[src/rtl/shift_pipe_stage.sv]
`default_nettype none
// ============================================================================
// Module   : shift_pipe_stage
// Purpose  : Registered, handshaked shift execution stage for the multi-cycle
//            ALU path. One operand register (S1) feeds a combinational
//            sll/srl/sra shifter whose result is pushed into a 2-entry output
//            FIFO. Full throughput with back-pressure in both directions.
// Options  : SHIFT_ROTATE_EN - when defined, op 2'b11 is rotate-right;
//            otherwise op 2'b11 is illegal (result = in_a, out_err = 1).
// Ports    : clk        - clock, rising edge
//            nrst       - asynchronous active-low reset
//            flush      - synchronous kill of all in-flight ops
//            in_valid   - issue stage presents an op
//            in_ready   - stage accepts the op this cycle
//            in_a       - value to shift
//            in_b       - shift amount source (low SHAMT_W bits used)
//            in_op      - 00 sll, 01 srl, 10 sra, 11 rotate/illegal
//            in_tag     - opaque destination/ROB tag
//            out_valid  - output FIFO head is valid
//            out_ready  - consumer takes the head this cycle
//            out_result - shifted value at the head
//            out_tag    - tag of the head
//            out_zero   - head result is zero
//            out_err    - head op was illegal
// Revision : 1.0 - initial release
// ============================================================================
module shift_pipe_stage #(
  parameter int WIDTH   = 32,  // only 32 is supported
  parameter int SHAMT_W = 5,
  parameter int TAG_W   = 4
) (
  input  logic               clk,
  input  logic               nrst,
  input  logic               flush,
  input  logic               in_valid,
  output logic               in_ready,
  input  logic [WIDTH-1:0]   in_a,
  input  logic [WIDTH-1:0]   in_b,
  input  logic [1:0]         in_op,
  input  logic [TAG_W-1:0]   in_tag,
  output logic               out_valid,
  input  logic               out_ready,
  output logic [WIDTH-1:0]   out_result,
  output logic [TAG_W-1:0]   out_tag,
  output logic               out_zero,
  output logic               out_err
);

  localparam logic [1:0]         c_OP_SLL   = 2'b00;
  localparam logic [1:0]         c_OP_SRL   = 2'b01;
  localparam logic [1:0]         c_OP_SRA   = 2'b10;
  localparam logic [1:0]         c_CNT_FULL = 2'd2;
  localparam logic [SHAMT_W:0]   c_ROT_BASE = (SHAMT_W+1)'(WIDTH);

  // S1 operand register
  logic               r_s1_valid;
  logic [WIDTH-1:0]   r_s1_a;
  logic [SHAMT_W-1:0] r_s1_shamt;
  logic [1:0]         r_s1_op;
  logic [TAG_W-1:0]   r_s1_tag;

  // Output FIFO storage
  logic [WIDTH-1:0]   r_fifo_result [2];
  logic [TAG_W-1:0]   r_fifo_tag    [2];
  logic               r_fifo_zero   [2];
  logic               r_fifo_err    [2];
  logic               r_rd_ptr;
  logic               r_wr_ptr;
  logic [1:0]         r_count;

  logic               w_pop;
  logic               w_s1_adv;
  logic               w_push;
  logic               w_accept;
  logic               w_head;
  logic [WIDTH-1:0]   w_result;
  logic               w_err;
  logic               w_unused_b;

  // Upper shift-amount bits are ignored by definition.
  assign w_unused_b = ^in_b[WIDTH-1:SHAMT_W];

  // --------------------------------------------------------------------------
  // Handshake
  // --------------------------------------------------------------------------
  assign out_valid = (r_count != 2'd0);
  assign w_pop     = out_valid && out_ready;
  // S1 can drain into the FIFO whenever a slot is free or one frees this cycle.
  assign w_s1_adv  = r_s1_valid && ((r_count != c_CNT_FULL) || w_pop);
  assign w_push    = w_s1_adv && !flush;
  // Gated by nrst so the stage never advertises ready while held in reset.
  assign in_ready  = nrst && (!r_s1_valid || w_s1_adv);
  assign w_accept  = in_valid && in_ready && !flush;

  // --------------------------------------------------------------------------
  // Shifter (combinational from S1)
  // --------------------------------------------------------------------------
  always_comb begin
    w_result = r_s1_a;
    w_err    = 1'b0;
    case (r_s1_op)
      c_OP_SLL: w_result = r_s1_a << r_s1_shamt;
      c_OP_SRL: w_result = r_s1_a >> r_s1_shamt;
      c_OP_SRA: w_result = $unsigned($signed(r_s1_a) >>> r_s1_shamt);
      default: begin
`ifdef SHIFT_ROTATE_EN
        // A left shift by WIDTH yields zero, so shamt 0 returns a unchanged.
        w_result = (r_s1_a >> r_s1_shamt) |
                   (r_s1_a << (c_ROT_BASE - {1'b0, r_s1_shamt}));
        w_err    = 1'b0;
`else
        w_result = r_s1_a;
        w_err    = 1'b1;
`endif
      end
    endcase
  end

  // --------------------------------------------------------------------------
  // S1 register
  // --------------------------------------------------------------------------
  always_ff @(posedge clk or negedge nrst) begin
    if (!nrst) begin
      r_s1_valid <= 1'b0;
      r_s1_a     <= '0;
      r_s1_shamt <= '0;
      r_s1_op    <= '0;
      r_s1_tag   <= '0;
    end else if (flush) begin
      r_s1_valid <= 1'b0;
    end else if (w_accept) begin
      r_s1_valid <= 1'b1;
      r_s1_a     <= in_a;
      r_s1_shamt <= in_b[SHAMT_W-1:0];
      r_s1_op    <= in_op;
      r_s1_tag   <= in_tag;
    end else if (w_s1_adv) begin
      r_s1_valid <= 1'b0;
    end
  end

  // --------------------------------------------------------------------------
  // Output FIFO
  // --------------------------------------------------------------------------
  always_ff @(posedge clk or negedge nrst) begin
    if (!nrst) begin
      r_fifo_result[0] <= '0;
      r_fifo_result[1] <= '0;
      r_fifo_tag[0]    <= '0;
      r_fifo_tag[1]    <= '0;
      r_fifo_zero[0]   <= 1'b0;
      r_fifo_zero[1]   <= 1'b0;
      r_fifo_err[0]    <= 1'b0;
      r_fifo_err[1]    <= 1'b0;
      r_rd_ptr         <= 1'b0;
      r_wr_ptr         <= 1'b0;
      r_count          <= 2'd0;
    end else if (flush) begin
      r_count <= 2'd0;
      // Step past the displayed entry so the empty-state view below keeps
      // showing the value that was on the outputs before the flush.
      if (r_count != 2'd0) begin
        r_rd_ptr <= ~r_rd_ptr;
        r_wr_ptr <= ~r_rd_ptr;
      end
    end else begin
      if (w_push) begin
        r_fifo_result[r_wr_ptr] <= w_result;
        r_fifo_tag[r_wr_ptr]    <= r_s1_tag;
        r_fifo_zero[r_wr_ptr]   <= (w_result == '0);
        r_fifo_err[r_wr_ptr]    <= w_err;
        r_wr_ptr                <= ~r_wr_ptr;
      end
      if (w_pop) begin
        r_rd_ptr <= ~r_rd_ptr;
      end
      case ({w_push, w_pop})
        2'b10:   r_count <= r_count + 2'd1;
        2'b01:   r_count <= r_count - 2'd1;
        default: r_count <= r_count;
      endcase
    end
  end

  // When empty, the most recently popped entry sits just behind the read
  // pointer; presenting it keeps the output data stable.
  assign w_head     = (r_count != 2'd0) ? r_rd_ptr : ~r_rd_ptr;
  assign out_result = r_fifo_result[w_head];
  assign out_tag    = r_fifo_tag[w_head];
  assign out_zero   = r_fifo_zero[w_head];
  assign out_err    = r_fifo_err[w_head];

endmodule
`default_nettype wire
[config.mk]
export PLATFORM = sky130hd
export DESIGN_NAME = shift_pipe_stage
export DESIGN_NICKNAME = d
export VERILOG_FILES = /design/src/rtl/shift_pipe_stage.sv
export SDC_FILE = /design/constraint.sdc
export NUM_CORES = 1
export LEC_CHECK = 0
export BUFFER_PORTS_ARGS = -buffer_cell sky130_fd_sc_hd__buf_4
export CAP_MARGIN = 40
export CORE_ASPECT_RATIO = 1.1
export CORE_MARGIN = 4
export CORE_UTILIZATION = 40
export CTS_CLUSTER_DIAMETER = 200
export DETAILED_ROUTE_END_ITERATION = 16
export GPL_TIMING_DRIVEN = 0
export SLEW_MARGIN = 20
export SYNTH_ARGS = -nofsm -noshare
export SYNTH_HDL_FRONTEND = slang
export SYNTH_SLANG_ARGS = --single-unit
[constraint.sdc]
create_clock -name clk -period 8.4 [get_ports clk]
set_input_delay 2.52 -clock clk [delete_from_list [all_inputs] [get_ports clk]]
set_output_delay 2.52 -clock clk [all_outputs]
set_load 0.005 [all_outputs]
Word-level counts from Yosys, hierarchy flattened
Cells that the tools add are included.

word-level totals
  register bits = 124
  input bits = 75
  word-level logic and storage cells = 93
  output and inout port bits = 40

operators by class
  shift operators = 3
  order comparisons = 3
  equal/unequal tests = 6
  reduce and logical (&&, ||, !) cells = 23
  muxes and demuxes = 35
  bitwise gates (word level) = 5
  add/sub/neg operators = 2

operators by type and width
  operator              number
  $mux W32              4
  $pmux W32 S3          1
  $bwmux W64            1
  $demux W32 S1         1
  $logic_not A32 Y1     1
  $shl A32 B5 Y32       1
  $shr A32 B5 Y32       1
  $sshr A32 B5 Y32      1
  $mux W1               17
  $mux W4               4
  $bwmux W8             1
  $reduce_and A2 Y1     4
  $logic_and A1 B1 Y1   7
  $reduce_bool A2 Y1    3
  $reduce_bool A3 Y1    2
  $bwmux W2             2
  $demux W4 S1          1
  $eq A2 B1 Y1 const B  2
  $eq A2 B2 Y1 const B  2
  $ge A2 B2 Y1 const B  2
  $not A1 Y2            2
  $pmux W2 S2           1
  $not A1 Y1            3
  $reduce_or A3 Y1      1
  other kinds (10)      12

Depth between registers and ports, before layout
Gate-level depths: netlist of the first run.

  depth after elaboration = 10
  mapped depth = 14
  depth with buffers taken out = 9

Worst setup path before layout of the first run
OpenSTA, ideal clock, no wires.

  path kind = input to output
  from = in out_ready
  to = out in_ready
  required time = 5.880 ns
  stages = 2
  arrival time = 3.033 ns
  buffers on the path = 0
  slack = 2.847 ns
  path through = or3_1 > and2_1

between the ends
  longest elaborated chain between the ends = 5

RTL lines
  item                 RTL line  RTL
  start: declaration   42        input logic out_ready,
  $logic_and A1 B1 Y1  87        assign w_pop = out_valid && out_ready;
  $logic_or A1 B1 Y1   89        assign w_s1_adv = r_s1_valid && ((r_count != c_CNT_FULL) || w_pop);
  $logic_and A1 B1 Y1  89
  $logic_or A1 B1 Y1   92        assign in_ready = nrst && (!r_s1_valid || w_s1_adv);
  $logic_and A1 B1 Y1  92
  end: declaration     36        output logic in_ready,

No other way between the ends.

Worst setup path in the final report of the first run
  from = in nrst
  to = out in_ready

between the ends
  longest elaborated chain between the ends = 1

RTL lines
  item                 RTL line  RTL
  start: declaration   33        input logic nrst,
  $logic_and A1 B1 Y1  92

No other way between the ends.

==> results by group, run 1 <==
Die
  – Ports: 115
  – Die Y: 174 um
  – Core box area: 24500 um^2
  – Floorplan row count: 60
  – Die width: 159 um
  – Die area: 27600 um^2
  – Starting Density: 40.7%

Critical path
  – Crit path required time: 5.88 ns
  – WP buf/inv: 3
  – CP Cell Sequence: buf_8 > buf_16 > and2_1 > buf_4
  – CP Capture Type: primary output
  – Max FO, Critical Path: 78
  – Worst setup path class: primary input to primary output
  – Slowest stage delay, CP: 0.36 ns
  – CP startpoint kind: primary input
  – CP max stage cell: buf_16
  – Register-to-register setup slack: 3.42 ns
  – RR Endpoint: r_fifo_zero[0]
  – Worst reg2reg startpoint: r_s1_shamt[3]
  – WP data arrival: 3.63 ns
  – FF-to-FF path depth: 10
  – Crit-path leading delay family: buffers and inverters

Pwr
  – Max VDD drop: 0.000132 V
  – Lkg Pwr: 5.06 nW
  – Pwr dens: 347 nW/um^2
  – Final total power: 4.08 mW

Yosys
  – Mapped Nets: 1161
  – Synth top area cells: dfrtp_1 31%, mux2_2 15%, mux2i_1 7.3%
  – Synth warnings: 0
  – Count of different cell masters after synthesis: 85
  – Count leader, synth: nand2_1
  – #FFs+latches synth: 124
  – Post-Syn Instances: 1086
  – Fraction of registers with async set/reset: 100%
  – Sequential area share after synthesis: 31.0%
  – Area of the mapped netlist: 10000 um^2
  – Post-synth EDFFs: 0
  – Top-area cell type share of the netlist area: 31.0%
  – Main synth FF type: dfrtp_1
  – Top cells by instance count after synthesis: 168 x nand2_1, 137 x mux2_2, 124 x dfrtp_1
  – Avg Cell Area, Syn: 9.21 um^2
  – Post-synth top area cell: dfrtp_1

Clock tree
  – TritonCTS clock tree: done
  – Cts bufs inserted: 17
  – Hold Buf Count CTS: 0
  – Clock latency on the worst-skew pair: 0.44 ns
  – Htree depth: 4
  – Worst-path clk slew: 0.07 ns
  – Clock buffer depth: 2
  – Post_cts resized: 0
  – Post-CTS setup buffers: 0
  – TritonCTS Sinks: 124
  – Root buf cell: clkbuf_16

Timing
  – # setup viols final: 0
  – Final Skew: 0.0280 ns
  – Hold Violations, Final: 0
  – Slew margin rel.: 36.3%
  – RSZ-0062 raised after global routing: false
  – Min cycle time layout: 6.15 ns
  – Setup TNS: 0 ns
  – Worst-Margin Slew: 0.949 ns
  – Fmax achieved: 0.162 GHz
  – Final max-slew violation count: 0
  – Share of the clock period used by the worst path after layout: 73.3%
  – Final WS setup: 2.25 ns

Layout
  – Final #Nets: 1271
  – Ant diodes: 0
  – Fraction of layout cells with a size suffix above 1: 28.7%
  – Fill cells: 2436
  – Area growth, synth to finish: 17.5%

Placed design
  – Routability cong.: 1.10
  – IO buf count: 86
  – Post-detail-place hpwl: 36800 um
  – Pre-CTS WS: 2.24 ns

Global routing
  – GR Overflow Total: 0
  – Initial antenna violation count: 1
  – First-pass GRT wire length: 70900 um
  – Total GRT Usage: 34.7%
  – Largest net degree at the start of global routing: 79
  – Vias in the first global route: 9904

Drt
  – DRT iter0 DRCs: 1389
  – Vias per inst: 6.66
  – Antenna viol nets, final: 0
  – Post-Route WL: 49000 um
  – DRC Markers: 0
  – DR pass1 iterations: 7
  – Wirelength per Cell: 32.3 um
  – Total number of vias: 10.1k

Worst hold path
  – WHS Endpoint: r_fifo_result[62]
  – Worst hold path startpoint: r_fifo_result[62]
  – Hold path depth: 2
  – Worst min-delay path class: flop to flop

Outcome
  – Status: finished clean

Run
  – Max_cap viols: 0
==> logic make-up (layout without fill, tap and decap cells) <==
logic type                Yosys count  in the layout  synth area share [%]
AOI/OAI and AO/OA                 240            240                  17.4
xor gates and xnor gates            5              5                 0.438
and+or+nand+nor                   359            359                  16.3
DFF                               124            124                  31.0
buffers and inverters             117            240                  5.62
muxes                             241            241                  29.3
==> area by class of cell <==
class	count	area [um^2]	share of cell area, %
Multi-Input combinational cell	845	6340	53.9
Sequential cell	124	3100	26.4
Timing Repair Buffer	91	703	5.98
Buffer	110	536	4.56
Clock buffer	18	429	3.65
Tap cell	310	388	3.30
Clock inverter	14	228	1.94
Inverter	7	26.3	0.224
==> tightest hold or removal path: stages (launching register included) <==
cell and delay, ns:
dfrtp_1 0.34, nand2_1 0.05, nand2_1 0.05
==> metal layers <==
metal	part of all wire [%]	vias up	track usage (%)
met4	6.0	0	17.3
met2	46	695	56.5
met3	8.8	178	5.90
met5	0	-	0
met1	40	4993	44.7
li1	-	4248	-
==> state kept, by name (all words and copies together), names as in the netlist <==
| signal | count |
|---|---|
| r_s1_a | 32 |
| r_s1_tag | 4 |
| r_fifo_zero | 2 |
| r_wr_ptr | 1 |
| r_count | 2 |
| r_fifo_err | 2 |
| r_s1_valid | 1 |
| r_rd_ptr | 1 |
| r_fifo_tag | 8 |
| r_s1_op | 2 |
| r_fifo_result | 64 |
| r_s1_shamt | 5 |
==> cells in the final DEF, fill, tap and decap left out, drive strengths merged, types with 6 or more instances in the layout <==
master and instances:
o211ai 12, a211oi 24, and2 9, nor2 83, o31ai 6, a22oi 10
o22ai 19, a31oi 12, nand2 168, mux2 141, nor4 6, mux2i 74
o32a 12, a21oi 29, mux4 26, nand3 12, clkbuf 83, inv 14
nor3 18, o21ai 46, or3 6, dfrtp 124, nand2b 12, a221oi 7
buf 136, nor2b 15
==> stage by stage <==
step                hold slack [ns]  area [um^2]  utilization (%)  std cells
floorplan                     0.438        10000                -       1086
global placement              0.453        11000             44.9       1482
CTS                           0.472        11800             47.9       1519
finish                        0.470        11800             47.9       1519
global route                  0.489        11800             47.9       1519
detailed placement            0.456        11100             45.2       1487
==> power breakdown <==
group	switching, mW	internal, mW
combinational	1.37	0.902
clock	0.344	0.536
sequential	0.121	0.804
==> worst max-delay path by stage <==
stage / from / to / slack [ns] / cells past startpoint
after floorplan: out_ready / in_ready / 2.85 / 2
after global placement: nrst / in_ready / 1.67 / 3
after detailed placement: nrst / in_ready / 2.24 / 4
after CTS: nrst / in_ready / 2.23 / 4
after global routing: nrst / in_ready / 2.11 / 4
final: nrst / in_ready / 2.25 / 4
No activity file was read; power rests on OpenSTA's default activity.
==> inputs of run 2 (changes only) <==
==> constraint.sdc (replaced) <==
create_clock -name clk -period 5.4 [get_ports clk]
set_input_delay 1.62 -clock clk [delete_from_list [all_inputs] [get_ports clk]]
set_output_delay 1.62 -clock clk [all_outputs]
set_load 0.005 [all_outputs]
==> run 2 against run 1 <==
Against the previous run:
- sequential cell count unchanged
- sequential power is 56% higher
- power rose by 55%
- clock skew is 0.0029 ns higher
- core utilization stayed put
- global-route usage about the same
- largest cell class unchanged
==> results by group, run 2 (synthesis results as in run 1) <==
Outcome
  – Status: finished clean

Die
  – Floorplan row count: 60 (unchanged)
  – Ports: 115 (unchanged)
  – Starting Density: 40.7% (unchanged)
  – Die area: 27600 um^2 (unchanged)
  – Core box area: 24500 um^2 (unchanged)
  – Die Y: 174 um (unchanged)
  – Die width: 159 um (unchanged)

Layout
  – Ant diodes: 0 (unchanged)
  – Most frequent cells in the layout: 168 x nand2_1, 137 x mux2_2, 124 x dfrtp_1
  – Area growth, synth to finish: 17.5% (unchanged)
  – Commonest non-fill, non-tap cell in the layout: nand2_1
  – Post-route insts no fill: 1519 (unchanged)
  – Biggest register: r_fifo_result
  – Final #Nets: 1271 (unchanged)
  – Fraction of layout cells with a size suffix above 1: 28.7% (unchanged)
  – Regs by FF count: r_fifo_result: 64 flops, r_s1_a: 32 flops, r_fifo_tag: 8 flops
  – Flip-flop count of the largest register after layout: 64 (unchanged)
  – Post-Route Utilization: 47.9% (unchanged)
  – Post-route cell area: 11800 um^2 (unchanged)

Drt
  – Vias per inst: 6.70 (+0.64%)
  – DRT iter0 DRCs: 1413 (+1.7%)
  – DRC Markers: 0 (unchanged)
  – Antenna viol nets, final: 0 (unchanged)
  – Wirelength per Cell: 32.2 um (-0.23%)
  – Total number of vias: 10.2k (+0.64%)
  – Post-Route WL: 48900 um (-0.23%)
  – DR pass1 iterations: 6 (-1)

Clock tree
  – Post_cts resized: 0 (unchanged)
  – Htree depth: 4 (unchanged)
  – TritonCTS clock tree: done
  – Root buf cell: clkbuf_16
  – Clock buffer depth: 2 (unchanged)
  – Worst-path clk slew: 0.07 ns (about the same)
  – Hold Buf Count CTS: 0 (unchanged)
  – Cts bufs inserted: 17 (unchanged)
  – Post-CTS setup buffers: 0 (unchanged)
  – Clock latency on the worst-skew pair: 0.44 ns (about the same)
  – TritonCTS Sinks: 124 (unchanged)

Timing
  – Setup TNS: 0 ns (unchanged)
  – Final Skew: 0.0309 ns (+0.00294 ns)
  – Fmax achieved: 0.200 GHz
  – Share of the clock period used by the worst path after layout: 92.7%
  – # setup viols final: 0 (unchanged)
  – Slew margin rel.: 35.9% (-0.40 points)
  – RSZ-0062 raised after global routing: false
  – Hold Violations, Final: 0 (unchanged)
  – Min cycle time layout: 5.00 ns
  – Worst-Margin Slew: 0.955 ns (+0.00589 ns)
  – Final max-slew violation count: 0 (unchanged)
  – Final WS setup: 0.396 ns (-1.85 ns)

Placed design
  – Placed Area: 11100 um^2 (unchanged)
  – Post-detail-place hpwl: 36800 um (unchanged)
  – IO buf count: 86 (unchanged)
  – Routability cong.: 1.10 (unchanged)
  – Pre-CTS WS: 0.691 ns (-1.55 ns)
  – Placed Cells: 1487 (unchanged)

Critical path
  – WP buf/inv: 4 (+1)
  – Max FO, Critical Path: 10 (-87%)
  – Crit path required time: 3.78 ns (-2.10 ns)
  – Worst setup path class: flop to primary output
  – CP max stage cell: buf_1
  – Crit-path leading delay family: buffers and inverters
  – WP data arrival: 3.38 ns (-0.25 ns)
  – Slowest stage delay, CP: 0.59 ns (+0.23 ns)
  – CP Cell Sequence: or2_2 > clkbuf_1 > xor2_1 > buf_1 > buf_1 > mux2_2 > buf_4
  – CP Capture Type: primary output
  – CP startpoint kind: flop
  – Register-to-register setup slack: 0.46 ns (-2.96 ns)
  – Most used cell, CP: buf_1

Global routing
  – Largest net degree at the start of global routing: 79 (unchanged)
  – Initial antenna violation count: 1 (unchanged)
  – Most Crowded Layer GR: met2
  – M3 GR Usage: 6.30% (+0.40 points)
  – Met2 usage in global routing: 56.2% (-0.29 points)
  – GR Overflow Total: 0 (unchanged)
  – Total GRT Usage: 34.7% (about the same)
  – Vias in the first global route: 9927 (+0.23%)
  – First-pass GRT wire length: 70900 um (about the same)
  – GR Util met1: 44.4% (-0.36 points)

Pwr
  – Pwr dens: 539 nW/um^2 (+55%)
  – Max VDD drop: 0.000203 V (+54%)
  – Lkg Pwr: 5.06 nW (unchanged)

Run
  – Max_cap viols: 0 (unchanged)

Worst hold path
  – Worst min-delay path class: flop to flop
run 2: routing by layer:
layer	vias up	wire, um
met5	-	0
li1	4248	-
met3	188	4310
met1	5006	19200
met4	0	3200
met2	737	22200
run 2: where the power goes:
part | switching [mW] | internal (mW) | leakage [nW] | total [mW]
Sequential | 0.188 | 1.25 | 1.56 | 1.44
Combinational | 2.12 | 1.40 | 3.18 | 3.53
Clock | 0.536 | 0.835 | 0.323 | 1.37
Total | 2.85 | 3.49 | 5.06 | 6.34
run 2: cell type report:
class	count	area (um^2)
fill	2436	12800
multi-input combinational	845	6340
sequential	124	3100
timing repair buffer	91	703
buffer	110	536
clock buffer	18	429
tap	310	388
clock inverter	14	228
inverter	7	26.3
run 2: worst register-to-register path: stages, from the launching register on:
cell	delay (ns)
dfrtp_1	0.33
clkbuf_1	0.60
clkinv_1	0.63
nand2_1	0.52
clkbuf_1	0.67
o21ai_0	0.22
a311oi_1	0.74
nor4b_2	0.39
and4b_1	0.24
nand4_1	0.10
o41ai_1	0.38
run 2: per-stage QoR:
stage	total power, mW	hold slack [ns]
final	6.34	0.470
after detailed placement	4.85	0.456
after global routing	6.58	0.489
after global placement	4.86	0.453
after floorplan	3.44	0.438
after CTS	6.24	0.472
run 2: path summary, 6_finish.rpt:
| kind | to | startpoint | cells past startpoint |
|---|---|---|---|
| min in group asynchronous | r_fifo_result[4] | nrst | 1 |
| max in group asynchronous | r_s1_a[28] | nrst | 2 |
| worst min register to register | r_fifo_result[62] | r_fifo_result[62] | 2 |
| worst max register to register | r_fifo_zero[0] | r_s1_shamt[3] | 10 |
| worst max-delay path | out_result[20] | r_count[1] | 7 |
| worst min-delay path | r_fifo_result[62] | r_fifo_result[62] | 2 |
==> inputs of run 3 (changes only) <==
--- a/config.mk
+++ b/config.mk
@@ -5,6 +5,7 @@
 export SDC_FILE = /design/constraint.sdc
 export NUM_CORES = 1
 export LEC_CHECK = 0
+export ABC_AREA = 1
 export BUFFER_PORTS_ARGS = -buffer_cell sky130_fd_sc_hd__buf_4
 export CAP_MARGIN = 40
 export CORE_ASPECT_RATIO = 1.1
==> run 3 against run 2 <==
Against the previous run:
- fmax is 16% higher
- critical path type is now primary input to primary output
- highest routed layer unchanged
- global-route usage is 1.5 points lower
- largest cell class unchanged
- synthesized cell count is 23% higher
- non-clock buffer count is 28 lower
==> results by group, run 3 <==
Critical path
  – Crit path required time: 3.78 ns (about the same)
  – WP data arrival: 2.71 ns (-0.67 ns)
  – CP Capture Type: primary output
  – RR Endpoint: r_fifo_zero[1]
  – FF-to-FF path depth: 14 (+4)
  – CP startpoint kind: primary input
  – CP max stage cell: buf_16
  – Slowest stage delay, CP: 0.36 ns (-0.23 ns)
  – WP buf/inv: 3 (-1)
  – CP Cell Sequence: buf_8 > buf_16 > and2_1 > buf_4
  – Max FO, Critical Path: 77 (+67)
  – Register-to-register setup slack: 2.25 ns (+1.79 ns)
  – Crit-path leading delay family: buffers and inverters
  – Worst setup path class: primary input to primary output
  – Worst reg2reg startpoint: r_s1_shamt[3]

Timing
  – Min cycle time layout: 4.33 ns (-0.678 ns)
  – Final Skew: 0.0161 ns (-0.0148 ns)
  – Worst-Margin Slew: 0.880 ns (-0.0756 ns)
  – RSZ-0062 raised after global routing: false
  – Share of the clock period used by the worst path after layout: 80.1% (-13 points)
  – Final max-slew violation count: 0 (unchanged)
  – Slew margin rel.: 41.4% (+5.5 points)
  – Fmax achieved: 0.231 GHz (+16%)
  – Setup TNS: 0 ns (unchanged)
  – Final WS setup: 1.07 ns (+0.678 ns)
  – # setup viols final: 0 (unchanged)
  – Hold Violations, Final: 0 (unchanged)

Yosys
  – Count leader, synth: nand2_1
  – Post-synth EDFFs: 0 (unchanged)
  – Post-Syn Instances: 1335 (+23%)
  – Count of different cell masters after synthesis: 38 (-55%)
  – Synth top area cells: dfrtp_1 34%, nand2_1 17%, nand3_1 16%
  – Post-synth top area cell: dfrtp_1
  – Synth warnings: 0 (unchanged)
  – Area of the mapped netlist: 9250 um^2 (-7.5%)
  – Top cells by instance count after synthesis: 415 x nand2_1, 291 x nand3_1, 124 x dfrtp_1
  – #FFs+latches synth: 124 (unchanged)
  – Main synth FF type: dfrtp_1
  – Mapped Nets: 1410 (+21%)
  – Fraction of registers with async set/reset: 100% (unchanged)
  – Sequential area share after synthesis: 33.5% (+2.5 points)
  – Avg Cell Area, Syn: 6.93 um^2 (-25%)
  – Top-area cell type share of the netlist area: 33.5% (+2.5 points)

Clock tree
  – TritonCTS clock tree: done
  – Cts bufs inserted: 17 (unchanged)
  – Worst-path clk slew: 0.06 ns (about the same)
  – Htree depth: 4 (unchanged)
  – Root buf cell: clkbuf_16
  – Clock buffer depth: 2 (unchanged)
  – Post_cts resized: 0 (unchanged)
  – Hold Buf Count CTS: 0 (unchanged)
  – TritonCTS Sinks: 124 (unchanged)
  – Clock latency on the worst-skew pair: 0.43 ns (about the same)
  – Post-CTS setup buffers: 0 (unchanged)

Pwr
  – Pwr dens: 531 nW/um^2 (-1.5%)
  – Int Pwr: 3.12 mW (-10%)
  – P_sw: 2.67 mW (-6.1%)
  – Switching portion of total power: 46.1% (+1.2 points)
  – Lkg Pwr: 5.32 nW (+5.2%)
  – Max VDD drop: 0.000212 V (+4.6%)
  – Clock power share: 20.8% (-0.8 points)
  – Flop pwr share: 26.3% (+3.6 points)
  – Final total power: 5.80 mW (-8.5%)
  – Share of total power in combinational logic: 52.8% (-2.9 points)

Global routing
  – First-pass GRT wire length: 64200 um (-9.5%)
  – Vias in the first global route: 10.1k (+2.1%)
  – Total GRT Usage: 33.1% (-1.5 points)
  – Largest net degree at the start of global routing: 78 (-1.3%)
  – Initial antenna violation count: 0 (-1)
  – GR Overflow Total: 0 (unchanged)

Run
  – Max_cap viols: 0 (unchanged)

Layout
  – Biggest register: r_fifo_result
  – Commonest non-fill, non-tap cell in the layout: nand2_1
  – Final #Nets: 1518 (+19%)
  – Fraction of layout cells with a size suffix above 1: 21.5% (-7.2 points)
  – Ant diodes: 0 (unchanged)
  – Most frequent cells in the layout: 415 x nand2_1, 291 x nand3_1, 124 x dfrtp_1
  – Flip-flop count of the largest register after layout: 64 (unchanged)
  – Regs by FF count: r_fifo_result: 64 flops, r_s1_a: 32 flops, r_fifo_tag: 8 flops
  – Area growth, synth to finish: 18.1%

Drt
  – DRC Markers: 0 (unchanged)
  – Vias per inst: 5.91 (-12%)
  – Post-Route WL: 43200 um (-12%)
  – DR pass1 iterations: 6 (unchanged)
  – Wirelength per Cell: 24.6 um (-24%)
  – Total number of vias: 10.4k (+1.9%)
  – Antenna viol nets, final: 0 (unchanged)
  – DRT iter0 DRCs: 1227 (-13%)

Die
  – Die width: 153 um (-3.6%)
  – Starting Density: 40.6% (-0.15 points)
  – Ports: 115 (unchanged)
  – Core box area: 22800 um^2 (-7.2%)
  – Die Y: 167 um (-3.7%)
  – Die area: 25600 um^2 (-7.2%)
  – Floorplan row count: 58 (-3.3%)

Worst hold path
  – Hold path depth: 2 (unchanged)
  – Worst min-delay path class: flop to flop
  – Worst hold path startpoint: r_fifo_tag[7]
  – WHS Endpoint: r_fifo_tag[7]

Placed design
  – Routability cong.: 1.06 (-3.7%)
  – IO buf count: 87 (+1.2%)
  – Post-detail-place hpwl: 33000 um (-10%)
  – Pre-CTS WS: 1.04 ns (+0.345 ns)

Outcome
  – Status: finished clean
[run 3: changes by cell type after synthesis, moves of 40 or more]
cell     delta
inv_1      +40
nand2_1   +247
mux2_2     -84
nand3_1   +279
mux2i_1    -73
o21ai_0    +53
[run 3: cells by family (layout without fill, tap and decap cells)]
| logic type | count (synthesis) | after routing | synth area share, % |
|---|---|---|---|
| AND/OR/NAND/NOR | 849 | 849 | 42.1 |
| AO/OA/AOI/OAI | 165 | 165 | 9.75 |
| XOR/XNOR | 4 | 4 | 0.379 |
| multiplexers | 53 | 53 | 6.45 |
| buffers and inverters | 140 | 261 | 7.74 |
| flip-flops | 124 | 124 | 33.5 |
[run 3: tightest hold or removal path, stage by stage, from the launching register on]
cell	delay (ns)
dfrtp_1	0.34
nand2_1	0.05
nand2_1	0.05
[run 3: final cells by class]
class / count / area [um^2]
buffer: 84 / 497
clock buffer: 18 / 439
clock inverter: 14 / 160
fill: 2401 / 11900
inverter: 56 / 219
multi-input combinational: 1071 / 5430
sequential: 124 / 3100
tap: 300 / 375
timing repair buffer: 89 / 696
[run 3: metal layers]
metal	track usage [%]	vias to the layer above	share of wire (%)
met4	17.7	0	6.1
met1	42.1	4915	40
met5	0	-	0
li1	-	4709	-
met3	6.93	147	8.6
met2	53.0	605	46
[run 3: worst max-delay path by stage]
stage,startpoint,to,slack [ns],cells after the start
4_1_cts,nrst,in_ready,1.03,4
6_report,nrst,in_ready,1.07,4
2_1_floorplan,out_ready,in_ready,1.87,3
3_5_place_dp,nrst,in_ready,1.04,4
5_1_grt,nrst,in_ready,0.93,4
3_3_place_gp,nrst,in_ready,0.46,3
[run 3: power by group through the flow]
| stage | combinational (mW) | clock (mW) | sequential, mW |
|---|---|---|---|
| after floorplan | 1.81 | 0 | 1.43 |
| after global placement | 3.00 | 0 | 1.53 |
| after global routing | 3.32 | 1.26 | 1.56 |
| after CTS | 3.02 | 1.22 | 1.52 |
| final | 3.06 | 1.21 | 1.53 |
| after detailed placement | 3.00 | 0 | 1.53 |
[run 3: stage by stage]
stage / hold slack (ns) / util (%) / cells / area (um^2)
4_1_cts: 0.476 / 47.9 / 1756 / 10900
2_1_floorplan: 0.442 / - / 1335 / 9250
3_5_place_dp: 0.459 / 45.3 / 1724 / 10300
5_1_grt: 0.493 / 47.9 / 1756 / 10900
6_report: 0.472 / 47.9 / 1756 / 10900
3_3_place_gp: 0.455 / 45.1 / 1722 / 10300
